`config.mk`:
```
export PLATFORM = sky130hd
export DESIGN_NAME = fwnoc_router_ingress_mgr
export DESIGN_NICKNAME = d
export VERILOG_FILES = /design/src/rtl/fwnoc_router_ingress_mgr.sv
export SDC_FILE = /design/constraint.sdc
export NUM_CORES = 1
export LEC_CHECK = 0
export BUFFER_PORTS_ARGS = -buffer_cell sky130_fd_sc_hd__buf_2
export CORE_MARGIN = 2
export CORE_UTILIZATION = 39
export CTS_CLUSTER_SIZE = 14
export DETAILED_ROUTE_END_ITERATION = 10
export PLACE_DENSITY = 0.77
export SLEW_MARGIN = 20
export SYNTH_ARGS = -nofsm -noshare
export SYNTH_HDL_FRONTEND = slang
export SYNTH_SLANG_ARGS = --single-unit
```
`constraint.sdc`:
```
create_clock -name clock -period 1.6 [get_ports clock]
set_input_delay 0.32 -clock clock [delete_from_list [all_inputs] [get_ports clock]]
set_output_delay 0.32 -clock clock [all_outputs]
set_load 0.01 [all_outputs]
```
`src/rtl/fwnoc_router_ingress_mgr.sv`:
```
// Ingress manager for one router input: it decodes the packet header and
// steers each flit through a single holding register to one of four egress ports.
module fwnoc_router_ingress_mgr #(
  parameter int SEL_LSB = 8
) (
  input  logic        clock,
  input  logic        reset,
  input  logic [31:0] i_dat,
  input  logic        i_valid,
  output logic        i_ready,
  output logic [31:0] o0_dat,
  output logic [31:0] o1_dat,
  output logic [31:0] o2_dat,
  output logic [31:0] o3_dat,
  output logic        o0_valid,
  output logic        o1_valid,
  output logic        o2_valid,
  output logic        o3_valid,
  input  logic        o0_ready,
  input  logic        o1_ready,
  input  logic        o2_ready,
  input  logic        o3_ready,
  output logic        busy
);

  localparam logic [0:0] IDLE = 1'b0;
  localparam logic [0:0] BODY = 1'b1;

  logic [0:0]  state;
  logic [7:0]  remain;
  logic [1:0]  sel;
  logic [31:0] hold_dat;
  logic [1:0]  hold_sel;
  logic        hold_valid;

  logic        sel_ready;
  logic        take;
  logic        give;
  logic [1:0]  hdr_sel;
  logic [7:0]  hdr_len;
  logic [1:0]  flit_sel;

  assign hdr_sel = i_dat[SEL_LSB+1:SEL_LSB];
  assign hdr_len = i_dat[7:0];

  // Only the egress port that owns the held flit can release it.
  always_comb begin
    sel_ready = 1'b0;
    case (hold_sel)
      2'd0:    sel_ready = o0_ready;
      2'd1:    sel_ready = o1_ready;
      2'd2:    sel_ready = o2_ready;
      default: sel_ready = o3_ready;
    endcase
  end

  assign i_ready  = !hold_valid || sel_ready;
  assign take     = i_valid && i_ready;
  assign give     = hold_valid && sel_ready;
  assign flit_sel = (state == IDLE) ? hdr_sel : sel;

  always_ff @(posedge clock or posedge reset) begin
    if (reset) begin
      state  <= IDLE;
      remain <= 8'd0;
      sel    <= 2'd0;
    end else if (take) begin
      if (state == IDLE) begin
        sel <= hdr_sel;
        if (hdr_len != 8'd0) begin
          remain <= hdr_len;
          state  <= BODY;
        end
      end else begin
        remain <= remain - 8'd1;
        if (remain == 8'd1) begin
          state <= IDLE;
        end
      end
    end
  end

  // A same-cycle drain and refill simply overwrites, so no bubble appears.
  always_ff @(posedge clock or posedge reset) begin
    if (reset) begin
      hold_dat   <= 32'd0;
      hold_sel   <= 2'd0;
      hold_valid <= 1'b0;
    end else if (take) begin
      hold_dat   <= i_dat;
      hold_sel   <= flit_sel;
      hold_valid <= 1'b1;
    end else if (give) begin
      hold_valid <= 1'b0;
    end
  end

  assign o0_dat   = hold_dat;
  assign o1_dat   = hold_dat;
  assign o2_dat   = hold_dat;
  assign o3_dat   = hold_dat;
  assign o0_valid = hold_valid && (hold_sel == 2'd0);
  assign o1_valid = hold_valid && (hold_sel == 2'd1);
  assign o2_valid = hold_valid && (hold_sel == 2'd2);
  assign o3_valid = hold_valid && (hold_sel == 2'd3);
  assign busy     = (state == BODY);

endmodule

```
==> results of run 1 <==
## flip-flops by register name, summed over array words and instances (netlist names)
| register | cells |
|---|---|
| o0_dat | 32 |
| remain | 8 |
| hold_sel | 2 |
| busy | 1 |
| hold_valid | 1 |
## final timing paths
kind,start,to,slack (ps),depth (start not counted)
min reg2reg,o0_dat[1]$_DFFE_PP0P_,o0_dat[1]$_DFFE_PP0P_,530,2
min,reset,o0_dat[31]$_DFFE_PP0P_,30,2
min in group clock,i_dat[17],o0_dat[17]$_DFFE_PP0P_,220,3
max in group asynchronous,reset,hold_sel[1]$_DFFE_PP0P_,1080,3
max reg2reg,remain[0]$_DFFE_PP0P_,remain[6]$_DFFE_PP0P_,-140,7
max,remain[0]$_DFFE_PP0P_,remain[6]$_DFFE_PP0P_,-140,7
## layout by cell type, fill, tap and decap left out, types with 3 or more instances in the layout
master,n
buf_2,172
nand2_1,68
a21oi_1,3
buf_12,3
a31oi_4,3
dfrtp_1,43
buf_4,15
nand2_2,26
clkbuf_16,3
inv_1,3
o21ai_1,4
nor3_1,3
nor2_1,4
a21oi_2,4
clkbuf_8,7
buf_6,8
nand3_1,4
nand2_4,8
## layer usage
| metal | track usage [%] | up-vias | wire (um) |
|---|---|---|---|
| li1 | - | 1147 | - |
| met1 | 20.21 | 1134 | 2733 |
| met2 | 29.75 | 134 | 3742 |
| met3 | 2.275 | 20 | 400 |
| met4 | 5.175 | 0 | 141 |
| met5 | 0 | - | 0 |
## synth_stat cells (all sizes together), types with 2 or more instances
master | instances | share of area (%)
buf | 104 | 28
nand2 | 102 | 14
dfrtp | 44 | 41
a21oi | 7 | 1.3
o21ai | 7 | 1.3
nor2 | 6 | 1.1
a31oi | 5 | 1.2
inv | 5 | 0.69
nand3 | 4 | 0.74
nor3 | 3 | 0.55
and2 | 2 | 0.46
and2b | 2 | 0.55
and3 | 2 | 0.46
clkbuf | 2 | 0.28
ha | 2 | 0.92
mux2 | 2 | 0.83
mux2i | 2 | 0.74
nor4b | 2 | 0.65
o211ai | 2 | 0.55
o31ai | 2 | 0.55
or4 | 2 | 0.55
## stage by stage
stage	worst slack [ps]	hold slack (ps)	instance area [um^2]	total power, mW
final	-142.5	26.38	3686	8.317
after global routing	-258.1	55.22	3686	9.005
after global placement	-44.06	344.7	3073	6.376
after CTS	-144.7	32.50	3304	7.681
after detailed placement	-117.9	354.0	3073	6.497
after floorplan	-55.10	425.4	2715	5.918
## final cells by class
class | instances | share of cell area (%)
multi-input cells | 166 | 29.36
inverters | 5 | 0.5092
repair buffers | 204 | 34.08
clock inverters | 1 | 0.8147
flip-flops and latches | 44 | 29.90
well taps | 80 | 2.716
clock buffers | 7 | 2.614
## repair_timing
action | in CTS | in global routing
setup endpoints to repair | 12 | 47
gates cloned | 1 | 4
pin swaps | 4 | 32
buffers inserted | 5 | 4
gates resized for setup | 6 | 79
## cell families after synthesis
| kind of cell | count (synthesis) | share of synthesized area, % |
|---|---|---|
| AND/OR/NAND/NOR | 131 | 20.68 |
| buffers and inverters | 111 | 29.27 |
| flip-flops | 44 | 40.63 |
| AO/OA/AOI/OAI | 29 | 6.925 |
| multiplexers | 4 | 1.570 |
| adder cells (fa/ha/maj) | 2 | 0.9232 |
## power by group through the flow
stage               clock network, mW  logic, mW  registers (mW)
global route                     1.01       5.51            2.48
finish                          0.928       5.03            2.36
CTS                             0.961       4.42            2.30
global placement                    0       4.13            2.25
floorplan                           0       3.48            2.44
detailed placement                  0       4.19            2.30
==> reports/qor.csv, run 1 <==
stage,metric,value,unit
floorplan,core_area,6756,um^2
sta,finClkSkew,4.788,ps
detailed_routing,num_vias,2435,
yosys,async_flop_share,100.0,%
yosys,syn_avg_cell_area,8.443,um^2
power_and_ir_drop,powerDensity,2256,nW/um^2
critical_path,path_class,reg -> reg,
finish,fillers,629,
sta,clock.fmax,0.5739,GHz
global_routing,grt_pass1_wl,10080,um
placement,dpl.cell_count,485,
clocking,cts-root-buf,clkbuf_8,
sta,fin_crit_sh,108.9,%
detailed_routing,wirelength,7018,um
yosys,yosysUniqueCellTypes,37,
status,status,"complete, but fails checks",
yosys,syn_area,2710,um^2
floorplan,io_pins,173,
critical_path,crit_chain,inv_1 -> ha_2 -> or3b_4 -> buf_4 -> o31ai_2 -> a31oi_1 -> a21oi_2,
power_and_ir_drop,peakVddDrop,1.066,mV
clocking,cts_tree,done,
placement,hpwlAfterDp,4689,um
hold_path,worstHoldPathType,in -> async,
sta,drv_slew,0,
clocking,cts_hold_buf,0,
yosys,yosys_register_bits,44,
power_and_ir_drop,p_int,4.588,mW
finish,num-nets-final,467,
finish,multi_input_area,1082,um^2
detailed_routing,route.detailed.drc,0,
floorplan,dieHeight,87.36,um
finish,ff_latch_area,1102,um^2
clocking,clock_path_buffers,2,
yosys,yosysSeqAreaShare,40.63,%
detailed_routing,postRouteAntennaNets,0,
detailed_routing,dr.pass1.iters,4,
sta,rsz0062_at_grt,true,
sta,finalHoldViolCount,0,
critical_path,crit_family,compound AO/OA/AOI/OAI gates,
finish,areaGrowthSynthToFinish,36.01,%
floorplan,dieArea,7632,um^2
power_and_ir_drop,swShare,44.83,%
sta,tightest_slew,461.0,ps
floorplan,row_count,30,
critical_path,start_kind,register,
finish,drive_above_1_share,65.11,%
status,violations,negative setup slack,
detailed_routing,avgRoutedWirePerCell,13.84,um
finish,instances_no_fill,507,
yosys,yosys_warnings,0,
global_routing,grt_pass1_vias,2123,
detailed_routing,drt-initial-drc-count,103,
placement,portBuffers,172,
global_routing,groute.usage.overall,16.50,%
power_and_ir_drop,seqPwrFrac,28.4,%
finish,final_util,54.56,%
placement,gp_congestion,0.8180,
global_routing,overflow,0,
sta,setup_tns,-1773,ps
sta,finalSetupViolations,29,
clocking,cts.sinks,44,
finish,n_antenna_cell,0,
global_routing,grt_max_degree,27,
power_and_ir_drop,clkPwrFrac,11.2,%
critical_path,critical-path-slowest-cell,dfrtp_1,
critical_path,worstPathArrival,1970,ps
yosys,synth_top_flop_cell,dfrtp_1,
yosys,synth_edf_count,0,
clocking,numCtsBuffers,5,
sta,fin_ws,-142.5,ps
clocking,clk_pin_slew,90,ps
critical_path,crit_path_end_kind,register,
detailed_routing,via_per_inst,4.803,
yosys,syn_inst,321,
floorplan,fp.dieW,87.36,um
sta,max_slew_margin,69.18,%
clocking,clock_latency,290,ps
power_and_ir_drop,combPwrFrac,60.5,%
power_and_ir_drop,power.leakage,2.076,nW
critical_path,crit_fanout,4,
yosys,synth_fp_nets,362,
flow_run,maxCapViolCount,0,
critical_path,slowest_delay,420,ps
power_and_ir_drop,p_switching,3.729,mW
clocking,htreeDepth,2,
critical_path,critPathRequiredTime,1830,ps
critical_path,crit_buf_inv,2,
floorplan,start_util,40.11,%
sta,period_minus_slack,1743,ps
global_routing,grt_antenna_before_repair,0,
Power figures use the tool's default switching activity.
==> inputs of run 2 (changes only) <==
- CAP_MARGIN: default -> 20
- SETUP_SLACK_MARGIN: default -> 0.4
==> run 2 against run 1 <==
The flow still finishes with violations (negative setup slack). Setup slack lost 44 ps. Die area is the same. Non-clock buffer count grew 44. Power grew 17%. Critical path depth grew 1. Clock power shrank 19%. Wire length grew 16%. Critical endpoint is now remain[5]$_DFFE_PP0P_.
==> reports/qor.csv, run 2 (synthesized netlist as in run 1, its figures left out) <==
stage,metric,value,unit
status,status,"complete, but fails checks",
status,violations,negative setup slack,
sta,fin_crit_sh,111.7,%
sta,max_slew_margin,69.13,%
finish,final_util,64.28,%
placement,post-place-ws,-82.10,ps
critical_path,crit_fanout,4,
detailed_routing,postRouteAntennaNets,0,
detailed_routing,drt-initial-drc-count,75,
power_and_ir_drop,seqPwrFrac,24.1,%
finish,multi_input_area,1190,um^2
detailed_routing,via_per_inst,4.797,
detailed_routing,wl_met3,477,um
floorplan,row_count,30,
global_routing,groute.usage.overall,18.60,%
clocking,cts-root-buf,clkbuf_8,
power_and_ir_drop,combPwrFrac,68.1,%
finish,drive_above_1_share,74.52,%
floorplan,dieArea,7632,um^2
global_routing,overflow,0,
clocking,cts.sinks,44,
sta,tightest_slew,462.2,ps
critical_path,start_kind,register,
finish,fillers,539,
power_and_ir_drop,peakVddDrop,0.9851,mV
placement,hpwlAfterDp,4590,um
finish,final_common_cell,buf_2,
placement,dpl.cell_count,484,
detailed_routing,dr.pass1.iters,4,
clocking,clock_latency,300,ps
finish,num-nets-final,511,
power_and_ir_drop,p_switching,4.239,mW
finish,final_cell_mix,"buf_2, nand2_2, buf_4",
flow_run,maxCapViolCount,0,
hold_path,worstHoldPathType,in -> async,
critical_path,worst-r2r-setup-slack,-190,ps
power_and_ir_drop,swShare,43.41,%
detailed_routing,dr_wl_met2,4342,um
finish,instances_no_fill,551,
finish,ff_latch_area,1104,um^2
placement,portBuffers,172,
floorplan,start_util,40.11,%
global_routing,grt_pass1_vias,2306,
power_and_ir_drop,powerDensity,2249,nW/um^2
placement,gp_congestion,0.7751,
clocking,htreeDepth,2,
clocking,clk_pin_slew,90,ps
detailed_routing,top_layer,met4,
global_routing,grt_max_degree,27,
finish,areaGrowthSynthToFinish,60.25,%
critical_path,r2r-start,hold_sel[1]$_DFFE_PP0P_,
sta,drv_slew,0,
critical_path,crit_path_end_kind,register,
detailed_routing,num_vias,2643,
critical_path,critPathRequiredTime,1830,ps
clocking,numCtsBuffers,5,
power_and_ir_drop,clkPwrFrac,7.7,%
sta,finClkSkew,8.323,ps
sta,finalSetupViolations,48,
floorplan,core_area,6756,um^2
floorplan,io_pins,173,
detailed_routing,avgRoutedWirePerCell,14.81,um
finish,largest_register_ff_count,32,
critical_path,path_class,reg -> reg,
sta,period_minus_slack,1787,ps
global_routing,grt_antenna_before_repair,0,
sta,fin_ws,-186.8,ps
detailed_routing,route.detailed.drc,0,
floorplan,fp.dieW,87.36,um
clocking,clock_path_buffers,2,
clocking,cts_tree,done,
finish,n_antenna_cell,0,
global_routing,grt_pass1_wl,11170,um
critical_path,critPathLaunch,hold_sel[1]$_DFFE_PP0P_,
detailed_routing,wirelength,8158,um
power_and_ir_drop,power,9.766,mW
sta,finalHoldViolCount,0,
detailed_routing,wl_met1,3194,um
sta,fin_hold_ws,26.99,ps
power_and_ir_drop,power.leakage,2.410,nW
sta,rsz0062_at_grt,true,
power_and_ir_drop,p_int,5.527,mW
floorplan,dieHeight,87.36,um
sta,clock.fmax,0.5596,GHz
critical_path,worstPathArrival,2020,ps
-- run 2: cell count changes in the layout (fill, tap and decap cells not counted), moves of 3 or more --
cell     change
buf_4       +31
nand2_2     +21
buf_12       +4
buf_6       +12
nand2_1     -29
buf_2       -11
buf_8        +3
nand2_4      +8
a31oi_4      -3
buf_16       +6
-- run 2: power by group through the flow --
stage	Sequential [mW]	Clock (mW)	Combinational, mW
final	2.36	0.754	6.66
after global routing	2.45	0.815	7.11
after CTS	2.29	0.768	5.70
after detailed placement	2.29	0	4.19
after global placement	2.24	0	4.13
after floorplan	2.44	0	3.53
-- run 2: critical path: stages (launching register included) --
cell and delay, ps:
dfrtp_1 440, mux2i_2 180, buf_4 150, a221oi_4 290, buf_6 180, buf_12 110, buf_16 110, a31oi_1 110
a21oi_2 140
-- run 2: what timing repair did --
| item | in CTS | in global routing |
|---|---|---|
| gates resized for setup | 78 | 71 |
| endpoints found under the setup margin | 97 | 177 |
| pin swaps | 25 | 51 |
| gates cloned | 8 | 2 |
| setup buffers | 34 | 15 |
| hold buffers | 0 | 0 |
-- run 2: routing by layer --
| metal | global-route usage [%] | vias to the layer above |
|---|---|---|
| li1 | - | 1239 |
| met1 | 23.87 | 1254 |
| met2 | 31.61 | 136 |
| met3 | 2.654 | 14 |
| met4 | 6.993 | 0 |
| met5 | 0 | - |
-- run 2: final timing paths --
path,depth (start not counted),end
max in group asynchronous,3,busy$_DFFE_PP0P_
worst max-delay path,8,remain[5]$_DFFE_PP0P_
worst min register to register,2,o0_dat[12]$_DFFE_PP0P_
worst max register to register,8,remain[5]$_DFFE_PP0P_
min in group clock,3,o0_dat[10]$_DFFE_PP0P_
worst min-delay path,2,o0_dat[16]$_DFFE_PP0P_
-- run 2: area by class of cell --
cell class / count / area share [%]
clock inverters: 2 / 0.2305
inverters: 5 / 0.5186
clock buffers: 6 / 1.901
multi-input cells: 166 / 27.40
repair buffers: 248 / 42.24
well taps: 80 / 2.305
flip-flops and latches: 44 / 25.41
-- run 2: stage by stage --
| stage | area, um^2 | setup TNS [ps] |
|---|---|---|
| final | 4343 | -3072 |
| after global routing | 4343 | -5933 |
| after floorplan | 2754 | -55.10 |
| after detailed placement | 3084 | -304.8 |
| after CTS | 3880 | -617.1 |
| after global placement | 3084 | -76.98 |
==> inputs of run 3 (changes only) <==
- CORE_UTILIZATION: 39 -> 43
- PLACE_DENSITY: 0.77 -> 0.81
- clock period: 1.6 -> 2 ns (I/O delays scaled with it)
==> run 3 against run 2 <==
The flow now finishes without violations. Register-to-register slack better by 440 ps. Global-route usage is 0.49 points lower. Non-clock buffer count is 52 lower. Maximum frequency is 2.4% higher. Sequential power is 19% lower. Clock power is 31% lower. Critical path type unchanged. Largest power group unchanged.
==> reports/qor.csv, run 3 (synthesized netlist as in run 1, its figures left out) <==
stage,metric,value,unit
status,status,completed,
flow_run,maxCapViolCount,0,
critical_path,start_kind,register,
finish,final_cell_mix,"buf_2, nand2_1, dfrtp_1",
sta,finalSetupViolations,0,
hold_path,worstHoldPathType,in -> async,
power_and_ir_drop,power,6.145,mW
sta,fin_crit_sh,87.23,%
clocking,cts-root-buf,clkbuf_8,
placement,placed_area,2959,um^2
detailed_routing,via_per_inst,4.785,
clocking,numCtsBuffers,5,
finish,finalInstanceArea,3396,um^2
floorplan,dieHeight,83.39,um
critical_path,worstPathArrival,1910,ps
global_routing,grt_antenna_before_repair,0,
clocking,cts.sinks,44,
finish,largest_register_ff_count,32,
detailed_routing,wirelength,6571,um
finish,ff_latch_area,1104,um^2
sta,max_slew_margin,75.78,%
finish,num-nets-final,459,
sta,fin_ws,255.4,ps
sta,rsz0062_at_grt,true,
power_and_ir_drop,powerDensity,1810,nW/um^2
placement,gp_congestion,0.8274,
critical_path,path_class,reg -> reg,
sta,setup_tns,0,ps
finish,multi_input_area,985.9,um^2
clocking,htreeDepth,2,
placement,portBuffers,172,
finish,n_antenna_cell,0,
floorplan,fp.dieW,83.39,um
finish,fillers,534,
critical_path,crit_path_end_kind,register,
clocking,clock_path_buffers,2,
floorplan,start_util,45.24,%
detailed_routing,postRouteAntennaNets,0,
sta,fin_hold_ws,66.02,ps
critical_path,critPathRequiredTime,2170,ps
critical_path,crit_fanout,8,
power_and_ir_drop,power.leakage,1.942,nW
floorplan,row_count,28,
floorplan,core_area,5991,um^2
detailed_routing,num_vias,2359,
floorplan,dieArea,6954,um^2
sta,drv_slew,0,
detailed_routing,avgRoutedWirePerCell,13.33,um
detailed_routing,dr.pass1.iters,5,
critical_path,crit_chain,mux2i_4 -> a221o_1 -> buf_6 -> nor2_4 -> a31oi_2,
detailed_routing,drt-initial-drc-count,168,
clocking,clock_latency,290,ps
finish,final_util,56.68,%
sta,period_minus_slack,1745,ps
global_routing,grt_max_degree,21,
finish,drive_above_1_share,58.85,%
global_routing,groute.usage.overall,18.11,%
sta,tightest_slew,362.7,ps
global_routing,overflow,0,
placement,dpl.cell_count,469,
placement,post-place-ws,215.4,ps
placement,hpwlAfterDp,4511,um
finish,final_common_cell,buf_2,
finish,instances_no_fill,493,
clocking,cts_tree,done,
clocking,cts_hold_buf,0,
power_and_ir_drop,peakVddDrop,0.9230,mV
clocking,clk_pin_slew,80,ps
detailed_routing,route.detailed.drc,0,
critical_path,slowest_delay,470,ps
sta,finalHoldViolCount,0,
sta,finClkSkew,7.823,ps
critical_path,critical-path-slowest-cell,dfrtp_2,
floorplan,io_pins,173,
global_routing,grt_pass1_vias,2099,
global_routing,grt_pass1_wl,10320,um
sta,clock.fmax,0.5732,GHz
finish,areaGrowthSynthToFinish,25.30,%
critical_path,reg2reg_depth,5,
-- run 3: per-layer routing --
layer / share of wire [%] / wire length [um] / GRT usage (%) / up-vias
li1: - / - / - / 1123
met1: 40 / 2640 / 21.04 / 1094
met2: 51 / 3368 / 32.33 / 130
met3: 6.7 / 439 / 4.374 / 12
met4: 1.9 / 123 / 6.408 / 0
met5: 0 / 0 / 0 / -
-- run 3: worst paths after layout --
| kind | start | to | slack [ps] |
|---|---|---|---|
| hold / removal | reset | o0_dat[12]$_DFFE_PP0P_ | 70 |
| setup reg to reg | hold_sel[1]$_DFFE_PP0P_ | remain[0]$_DFFE_PP0P_ | 260 |
| max in group asynchronous | reset | busy$_DFFE_PP0P_ | 1340 |
| min in group clock | i_dat[11] | o0_dat[11]$_DFFE_PP0P_ | 290 |
| hold reg to reg | o0_dat[3]$_DFFE_PP0P_ | o0_dat[3]$_DFFE_PP0P_ | 530 |
| setup / recovery | hold_sel[1]$_DFFE_PP0P_ | remain[0]$_DFFE_PP0P_ | 260 |
-- run 3: critical path: cells and delay by family (launching register included) --
kind            cells  cell delay (ps)
compound gates      2              500
flops               1              470
mux                 1              230
simple gates        1              230
buf+inv             1              170
-- run 3: repair_timing --
action                                  in CTS  in global routing
endpoints found under the setup margin      46                 49
resized for setup                           36                 21
buffers inserted                            10                  5
pin swaps                                   15                 15
cloned                                       2                  0
-- run 3: final cells by class --
type,instances,area share (%)
clock buffer,6,2.137
clock inverter,1,0.1474
inverter,5,0.5527
multi-input combinational,166,29.03
sequential,44,32.50
tap,75,2.763
timing repair buffer,196,32.87
-- run 3: power breakdown --
part	total, mW	switching (mW)	internal [mW]	leakage [nW]
sequential	1.90	0.572	1.33	0.527
combinational	3.72	1.99	1.73	1.37
clock	0.521	0.283	0.238	0.0410
